`config.mk`:
```
export PLATFORM = sky130hd
export DESIGN_NAME = branch_redirect_ctrl_flat
export DESIGN_NICKNAME = d
export VERILOG_FILES = /design/src/rtl/brc_pkg.sv /design/src/rtl/branch_redirect_ctrl_if.sv /design/src/rtl/brc_age_cmp.sv /design/src/rtl/branch_redirect_ctrl.sv /design/src/flat_wrapper.sv
export SDC_FILE = /design/constraint.sdc
export NUM_CORES = 1
export LEC_CHECK = 0
export CORE_MARGIN = 1
export CORE_UTILIZATION = 52
export CTS_BUF_LIST = sky130_fd_sc_hd__clkbuf_16
export DETAILED_ROUTE_END_ITERATION = 6
export GPL_ROUTABILITY_DRIVEN = 0
export PLACE_DENSITY = 0.95
export SYNTH_ARGS = -nofsm -noshare
export SYNTH_HDL_FRONTEND = slang
export SYNTH_HIERARCHICAL = 1
export SYNTH_SLANG_ARGS = --single-unit
```
`constraint.sdc`:
```
create_clock -name clk -period 7 [get_ports clk]
set_input_delay 1.4 -clock clk [delete_from_list [all_inputs] [get_ports clk]]
set_output_delay 1.4 -clock clk [all_outputs]
set_load 0.005 [all_outputs]
```
`src/rtl/brc_pkg.sv`:
```
// Shared types, widths and ROB age helper for the branch redirect controller.
package brc_pkg;

    localparam int INST_TAG_WIDTH = 4;
    localparam int COMMON_WIDTH   = 32;
    // Outside the ROB index range, so it can never collide with a real entry.
    localparam logic [INST_TAG_WIDTH-1:0] TAG_INVALID = '1;

    typedef enum logic [1:0] {
        BRC_IDLE,
        BRC_HOLD,
        BRC_FLUSH,
        BRC_REDIRECT
    } brc_state_e;

    // Raw distance from head; the caller masks it down to the ROB index width.
    function automatic logic [INST_TAG_WIDTH-1:0] rob_age(
        input logic [INST_TAG_WIDTH-1:0] tag,
        input logic [INST_TAG_WIDTH-1:0] head
    );
        return tag - head;
    endfunction

endpackage

```
`src/rtl/branch_redirect_ctrl_if.sv`:
```
// Branch-resolution, ROB and fetch-redirect signals of the redirect controller.
interface branch_redirect_ctrl_if;
    import brc_pkg::*;

    logic [INST_TAG_WIDTH-1:0] br_target;
    logic                      br_taken;
    logic [COMMON_WIDTH-1:0]   br_next_pc;
    logic [INST_TAG_WIDTH-1:0] rob_head;
    logic                      rob_commit_valid;
    logic [INST_TAG_WIDTH-1:0] rob_commit_tag;
    logic                      brc_done_valid;
    logic [INST_TAG_WIDTH-1:0] brc_done_tag;
    logic                      flush;
    logic                      stall_issue;
    logic                      redirect_valid;
    logic [COMMON_WIDTH-1:0]   redirect_pc;
    logic                      redirect_ready;

    modport master (
        output br_target, br_taken, br_next_pc, rob_head,
               rob_commit_valid, rob_commit_tag, redirect_ready,
        input  brc_done_valid, brc_done_tag, flush, stall_issue,
               redirect_valid, redirect_pc
    );

    modport slave (
        input  br_target, br_taken, br_next_pc, rob_head,
               rob_commit_valid, rob_commit_tag, redirect_ready,
        output brc_done_valid, brc_done_tag, flush, stall_issue,
               redirect_valid, redirect_pc
    );

endinterface

```
`src/rtl/brc_age_cmp.sv`:
```
// Combinational comparator: is tag a older than tag b relative to the ROB head.
module brc_age_cmp
    import brc_pkg::*;
#(
    parameter int ROB_ENTRY_NUM = 8
) (
    input  logic [INST_TAG_WIDTH-1:0] i_tag_a,
    input  logic [INST_TAG_WIDTH-1:0] i_tag_b,
    input  logic [INST_TAG_WIDTH-1:0] i_head,
    output logic                      o_a_older
);

    localparam logic [INST_TAG_WIDTH-1:0] AGE_MASK = INST_TAG_WIDTH'(ROB_ENTRY_NUM - 1);

    logic [INST_TAG_WIDTH-1:0] w_age_a;
    logic [INST_TAG_WIDTH-1:0] w_age_b;

    assign w_age_a   = rob_age(i_tag_a, i_head) & AGE_MASK;
    assign w_age_b   = rob_age(i_tag_b, i_head) & AGE_MASK;
    assign o_a_older = (w_age_a < w_age_b);

endmodule

```
`src/rtl/branch_redirect_ctrl.sv`:
```
// Tracks the oldest taken (mispredicted) branch; on its commit flushes, then redirects fetch.
module branch_redirect_ctrl
    import brc_pkg::*;
#(
    parameter int ROB_ENTRY_NUM = 8,
    parameter int FLUSH_CYCLES  = 2
) (
    input  logic                   clk,
    input  logic                   rst,
    branch_redirect_ctrl_if.slave  io_brc
);

    localparam int CNT_W = (FLUSH_CYCLES > 1) ? $clog2(FLUSH_CYCLES) : 1;
    localparam logic [CNT_W-1:0] CNT_LOAD = CNT_W'(FLUSH_CYCLES - 1);

    brc_state_e                r_state;
    logic [INST_TAG_WIDTH-1:0] r_pend_tag;
    logic [COMMON_WIDTH-1:0]   r_pend_pc;
    logic [CNT_W-1:0]          r_cnt;
    logic                      r_done_valid;
    logic [INST_TAG_WIDTH-1:0] r_done_tag;
    logic                      r_flush;
    logic                      r_stall;
    logic                      r_redir_valid;
    logic [COMMON_WIDTH-1:0]   r_redir_pc;

    logic w_res_valid;
    logic w_taken_res;
    logic w_commit_hit;
    logic w_new_older;
    logic w_accept_res;

    assign w_res_valid  = (io_brc.br_target != TAG_INVALID);
    assign w_taken_res  = w_res_valid && io_brc.br_taken;
    assign w_commit_hit = io_brc.rob_commit_valid && (io_brc.rob_commit_tag == r_pend_tag);
    // Resolutions seen during recovery belong to squashed work.
    assign w_accept_res = (r_state == BRC_IDLE) || (r_state == BRC_HOLD);

    brc_age_cmp #(
        .ROB_ENTRY_NUM (ROB_ENTRY_NUM)
    ) u_age_cmp (
        .i_tag_a   (io_brc.br_target),
        .i_tag_b   (r_pend_tag),
        .i_head    (io_brc.rob_head),
        .o_a_older (w_new_older)
    );

    // Outputs are registered alongside the state they decode from.
    always_ff @(posedge clk or posedge rst) begin
        if (rst) begin
            r_state       <= BRC_IDLE;
            r_pend_tag    <= '0;
            r_pend_pc     <= '0;
            r_cnt         <= '0;
            r_done_valid  <= 1'b0;
            r_done_tag    <= TAG_INVALID;
            r_flush       <= 1'b0;
            r_stall       <= 1'b0;
            r_redir_valid <= 1'b0;
            r_redir_pc    <= '0;
        end else begin
            r_done_valid <= w_accept_res && w_res_valid;
            r_done_tag   <= (w_accept_res && w_res_valid) ? io_brc.br_target : TAG_INVALID;

            case (r_state)
                BRC_IDLE: begin
                    if (w_taken_res) begin
                        r_pend_tag <= io_brc.br_target;
                        r_pend_pc  <= io_brc.br_next_pc;
                        r_state    <= BRC_HOLD;
                    end
                end
                BRC_HOLD: begin
                    if (w_commit_hit) begin
                        r_state <= BRC_FLUSH;
                        r_cnt   <= CNT_LOAD;
                        r_flush <= 1'b1;
                        r_stall <= 1'b1;
                    end else if (w_taken_res && w_new_older) begin
                        r_pend_tag <= io_brc.br_target;
                        r_pend_pc  <= io_brc.br_next_pc;
                    end
                end
                BRC_FLUSH: begin
                    if (r_cnt == '0) begin
                        r_state       <= BRC_REDIRECT;
                        r_flush       <= 1'b0;
                        r_redir_valid <= 1'b1;
                        r_redir_pc    <= r_pend_pc;
                    end else begin
                        r_cnt <= r_cnt - 1'b1;
                    end
                end
                BRC_REDIRECT: begin
                    if (io_brc.redirect_ready) begin
                        r_state       <= BRC_IDLE;
                        r_stall       <= 1'b0;
                        r_redir_valid <= 1'b0;
                    end
                end
                default: r_state <= BRC_IDLE;
            endcase
        end
    end

    assign io_brc.brc_done_valid = r_done_valid;
    assign io_brc.brc_done_tag   = r_done_tag;
    assign io_brc.flush          = r_flush;
    assign io_brc.stall_issue    = r_stall;
    assign io_brc.redirect_valid = r_redir_valid;
    assign io_brc.redirect_pc    = r_redir_pc;

endmodule

```
`src/flat_wrapper.sv`:
```
// flat-port wrapper written by rule: the top's interface ports become plain ports
module branch_redirect_ctrl_flat import brc_pkg::*;
#(
    parameter int ROB_ENTRY_NUM = 8,
    parameter int FLUSH_CYCLES  = 2
)
  (clk, rst, io_brc_br_target, io_brc_br_taken, io_brc_br_next_pc, io_brc_rob_head, io_brc_rob_commit_valid, io_brc_rob_commit_tag, io_brc_redirect_ready, io_brc_brc_done_valid, io_brc_brc_done_tag, io_brc_flush, io_brc_stall_issue, io_brc_redirect_valid, io_brc_redirect_pc);
  branch_redirect_ctrl_if io_brc_i ();
  input  logic clk;
  input  logic rst;
  input wire logic [$bits(io_brc_i.br_target)-1:0] io_brc_br_target;
  input wire logic [$bits(io_brc_i.br_taken)-1:0] io_brc_br_taken;
  input wire logic [$bits(io_brc_i.br_next_pc)-1:0] io_brc_br_next_pc;
  input wire logic [$bits(io_brc_i.rob_head)-1:0] io_brc_rob_head;
  input wire logic [$bits(io_brc_i.rob_commit_valid)-1:0] io_brc_rob_commit_valid;
  input wire logic [$bits(io_brc_i.rob_commit_tag)-1:0] io_brc_rob_commit_tag;
  input wire logic [$bits(io_brc_i.redirect_ready)-1:0] io_brc_redirect_ready;
  output wire logic [$bits(io_brc_i.brc_done_valid)-1:0] io_brc_brc_done_valid;
  output wire logic [$bits(io_brc_i.brc_done_tag)-1:0] io_brc_brc_done_tag;
  output wire logic [$bits(io_brc_i.flush)-1:0] io_brc_flush;
  output wire logic [$bits(io_brc_i.stall_issue)-1:0] io_brc_stall_issue;
  output wire logic [$bits(io_brc_i.redirect_valid)-1:0] io_brc_redirect_valid;
  output wire logic [$bits(io_brc_i.redirect_pc)-1:0] io_brc_redirect_pc;
  assign io_brc_i.br_target = io_brc_br_target;
  assign io_brc_i.br_taken = io_brc_br_taken;
  assign io_brc_i.br_next_pc = io_brc_br_next_pc;
  assign io_brc_i.rob_head = io_brc_rob_head;
  assign io_brc_i.rob_commit_valid = io_brc_rob_commit_valid;
  assign io_brc_i.rob_commit_tag = io_brc_rob_commit_tag;
  assign io_brc_i.redirect_ready = io_brc_redirect_ready;
  assign io_brc_brc_done_valid = io_brc_i.brc_done_valid;
  assign io_brc_brc_done_tag = io_brc_i.brc_done_tag;
  assign io_brc_flush = io_brc_i.flush;
  assign io_brc_stall_issue = io_brc_i.stall_issue;
  assign io_brc_redirect_valid = io_brc_i.redirect_valid;
  assign io_brc_redirect_pc = io_brc_i.redirect_pc;
  branch_redirect_ctrl #(.ROB_ENTRY_NUM(ROB_ENTRY_NUM), .FLUSH_CYCLES(FLUSH_CYCLES)) u_core (.clk(clk), .rst(rst), .io_brc(io_brc_i));
endmodule
```
==> impl_metrics.toml <==
[clock_tree]
cts_made_buffers = 9
cts_setup_buffers = 0
ctsHoldBuffers = 0
clock_latency_ns = 0.33
ctsResizeCount = 0
clock-sinks = 79
clock_path_buffers = 2
clkTransAtPathRegs_ns = 0.06
cts_tree = "done"
htreeDepth = 3
root_buffer = "clkbuf_16"

[worst_setup_path]
cp_max_fo = 20
start_kind = "input port"
critPathKind = "input port to flop"
end_kind = "flop"
rrSetupSlack_ns = 3.92
worst_r2r_path_depth = 13
required_ns = 7.21
reg2reg_to = "u_core/r_pend_pc[23]"
cp.arrival_ns = 4.53
cp_cell_sequence = "clkdlybuf4s50_1, inv_1, ha_1, inv_1, fa_1, xor2_1, xnor2_1, ha_1, a21oi_2, nand2b_1, o2111a_1, o21ai_4, buf_4, mux2_2"
r2r-start = "u_core/r_pend_tag[0]"
critPathMaxStageDelay_ns = 0.49
slowest_stage = "clkdlybuf4s50_1"

[pwr]
peakVddDrop_mv = 0.308
pwr_density_cell_mw_per_mm2 = 471
power.leakage_nw = 1.92
p_total_w = 0.00215

[synthesis]
synth_mux_area_share_pct = 23.0
synthTopCellsByArea = "dfrtp_1, mux2_2, dfstp_2"
syn-mean-instance-area_um2 = 14.7
ys_warn_count = 6
synth-seq-cells = 79
yosysSeqAreaShare_pct = 59.5
syn_area_mm2 = 0.00333
synth_cells = 227
syn_nets = 286
synthArstFlopShare_pct = 100
yosysTopAreaCell = "dfrtp_1"
synthXorXnorAreaFrac_pct = 2.10
synth_top_family_by_area = "multiplexers"
synth_top_area_share_pct = 56.3
synthSimpleGateAreaFrac_pct = 3.49
ys.flop_type = "dfrtp_1"
synth_commonest_cells = "dfrtp_1, mux2_2, inv_1"
yosysMostFrequentCell = "dfrtp_1"
synth_fa_ha_area_share_pct = 4.20
synth_compound_area_share_pct = 4.73
synth_edf_count = 0
ys_types = 33

[hold_path]
hold_depth = 1
hold_end = "u_core/io_brc.redirect_pc[8]"
min_path_type = "flop to flop"
hold_start = "u_core/r_pend_pc[8]"

[floorplan]
die_width_um = 82.1
die_h_um = 82.1
core_area_mm2 = 0.00606
std_cell_rows = 28
die-area_mm2 = 0.00673
floorplan.initialDensity_pct = 55.0
num_io_pins = 89

[route]
drtPass1Iterations = 4
ant_nets = 0
drt_iter0_drc = 59
vias_per_cell = 5.32
wirelength_um = 6530
post_drt_wl_per_cell_um = 16.3
drc = 0
vias = 2134

[timing]
setup_viol = 0
max_freq_ghz = 0.231
rsz0062_at_grt = "false"
fin_crit_ns = 4.32
timing.final.max_slew_violations = 0
setup_tns_ns = 0
hold_violations = 0
fin_skew_ns = 0.00611
relSlewSlack_pct = 33.2
worstMarginPinSlew_ns = 1.00
period_share_pct = 61.7

[grt]
overflow = 0
antenna_found_initial = 0
grt_pass1_wl_um = 10500
grt_max_degree = 80
grt_pass1_vias = 2215
grt_usage_pct = 21.6

[status]
status = "finished clean"

[place]
io_buffers = 87
place_hpwl_um = 4500

[finish]
drive_above_1_share_pct = 27.9
fin_nets = 380
diodes = 0
final_core_util_pct = 75.4
area_delta_synth_final_pct = 37.1

[flow_run]
drv_cap = 0
## cell families after synthesis
family                   after synthesis
adder cells (fa/ha/maj)               10
multiplexers                          68
AND/OR/NAND/NOR                       21
AO/OA/AOI/OAI                         21
buffers and inverters                 20
flip-flops                            79
XOR/XNOR                               8
## critical path: cells and delay by family
kind            cells  cell delay [ns]
xor+xnor            2             0.31
buf+inv             4             1.03
compound gates      3             0.45
mux                 1             0.38
fa+ha+maj           3             0.81
simple gates        1             0.13
## metal layers
layer	global-route usage, %	vias up	part of all wire, %
met5	0	-	0
met4	8.77	0	1.1
li1	-	992	-
met3	6.00	9	6.1
met1	25.5	1065	40
met2	36.9	68	53
## per-stage QoR
stage	area (um2)	cells	hold slack, ns	setup slack [ns]
after floorplan	3330	227	0.459	3.36
final	4570	401	0.499	2.68
after detailed placement	4270	385	0.479	2.33
after global placement	4270	385	0.468	2.42
after global routing	4570	401	0.511	2.55
after CTS	4570	401	0.498	2.67
## cell type report
type,instances,area [um2]
Clock buffer,9,225
Clock inverter,7,72.6
Fill cell,401,1490
Inverter,14,53.8
Multi-Input combinational cell,128,1260
Sequential cell,79,1980
Tap cell,75,93.8
Timing Repair Buffer,89,886
## registers in the layout, indices dropped and copies added (netlist names)
name / count
u_core/io_brc.brc_done_valid: 1
u_core/io_brc.stall_issue: 1
u_core/r_pend_pc: 32
u_core/io_brc.flush: 1
u_core/r_cnt: 1
u_core/io_brc.brc_done_tag: 4
u_core/r_pend_tag: 4
u_core/io_brc.redirect_pc: 32
u_core/r_state: 2
u_core/io_brc.redirect_valid: 1
## report_power, final
part           switching [W]  internal [W]  total [W]
clock network       0.000180      0.000276   0.000456
registers           0.000128      0.000699   0.000827
logic               0.000329      0.000543   0.000872
## cell usage in the layout, fill, tap and decap left out, drive strengths merged, types with 3 or more instances in the layout
cell / count
dfstp: 4
inv: 14
nand3: 4
clkdlybuf4s50: 87
nand2b: 5
mux2: 68
nand2: 5
o211ai: 3
dfrtp: 75
o21ai: 8
xnor2: 7
ha: 8
clkinv: 5
clkbuf: 9
## worst max path at each step
stage                   startpoint                   end  slack, ns  cells after the start
2_1_floorplan  io_brc_br_target[0]  u_core/r_pend_pc[13]       3.36                     13
3_3_place_gp   io_brc_br_target[0]   u_core/r_pend_pc[3]       2.42                     14
3_5_place_dp   io_brc_br_target[0]  u_core/r_pend_tag[1]       2.33                     14
4_1_cts        io_brc_br_target[0]  u_core/r_pend_tag[1]       2.67                     14
5_1_grt        io_brc_br_target[0]  u_core/r_pend_pc[23]       2.55                     14
6_report       io_brc_br_target[0]  u_core/r_pend_pc[23]       2.68                     14
Note: power is estimated with default switching activity, not from simulation.
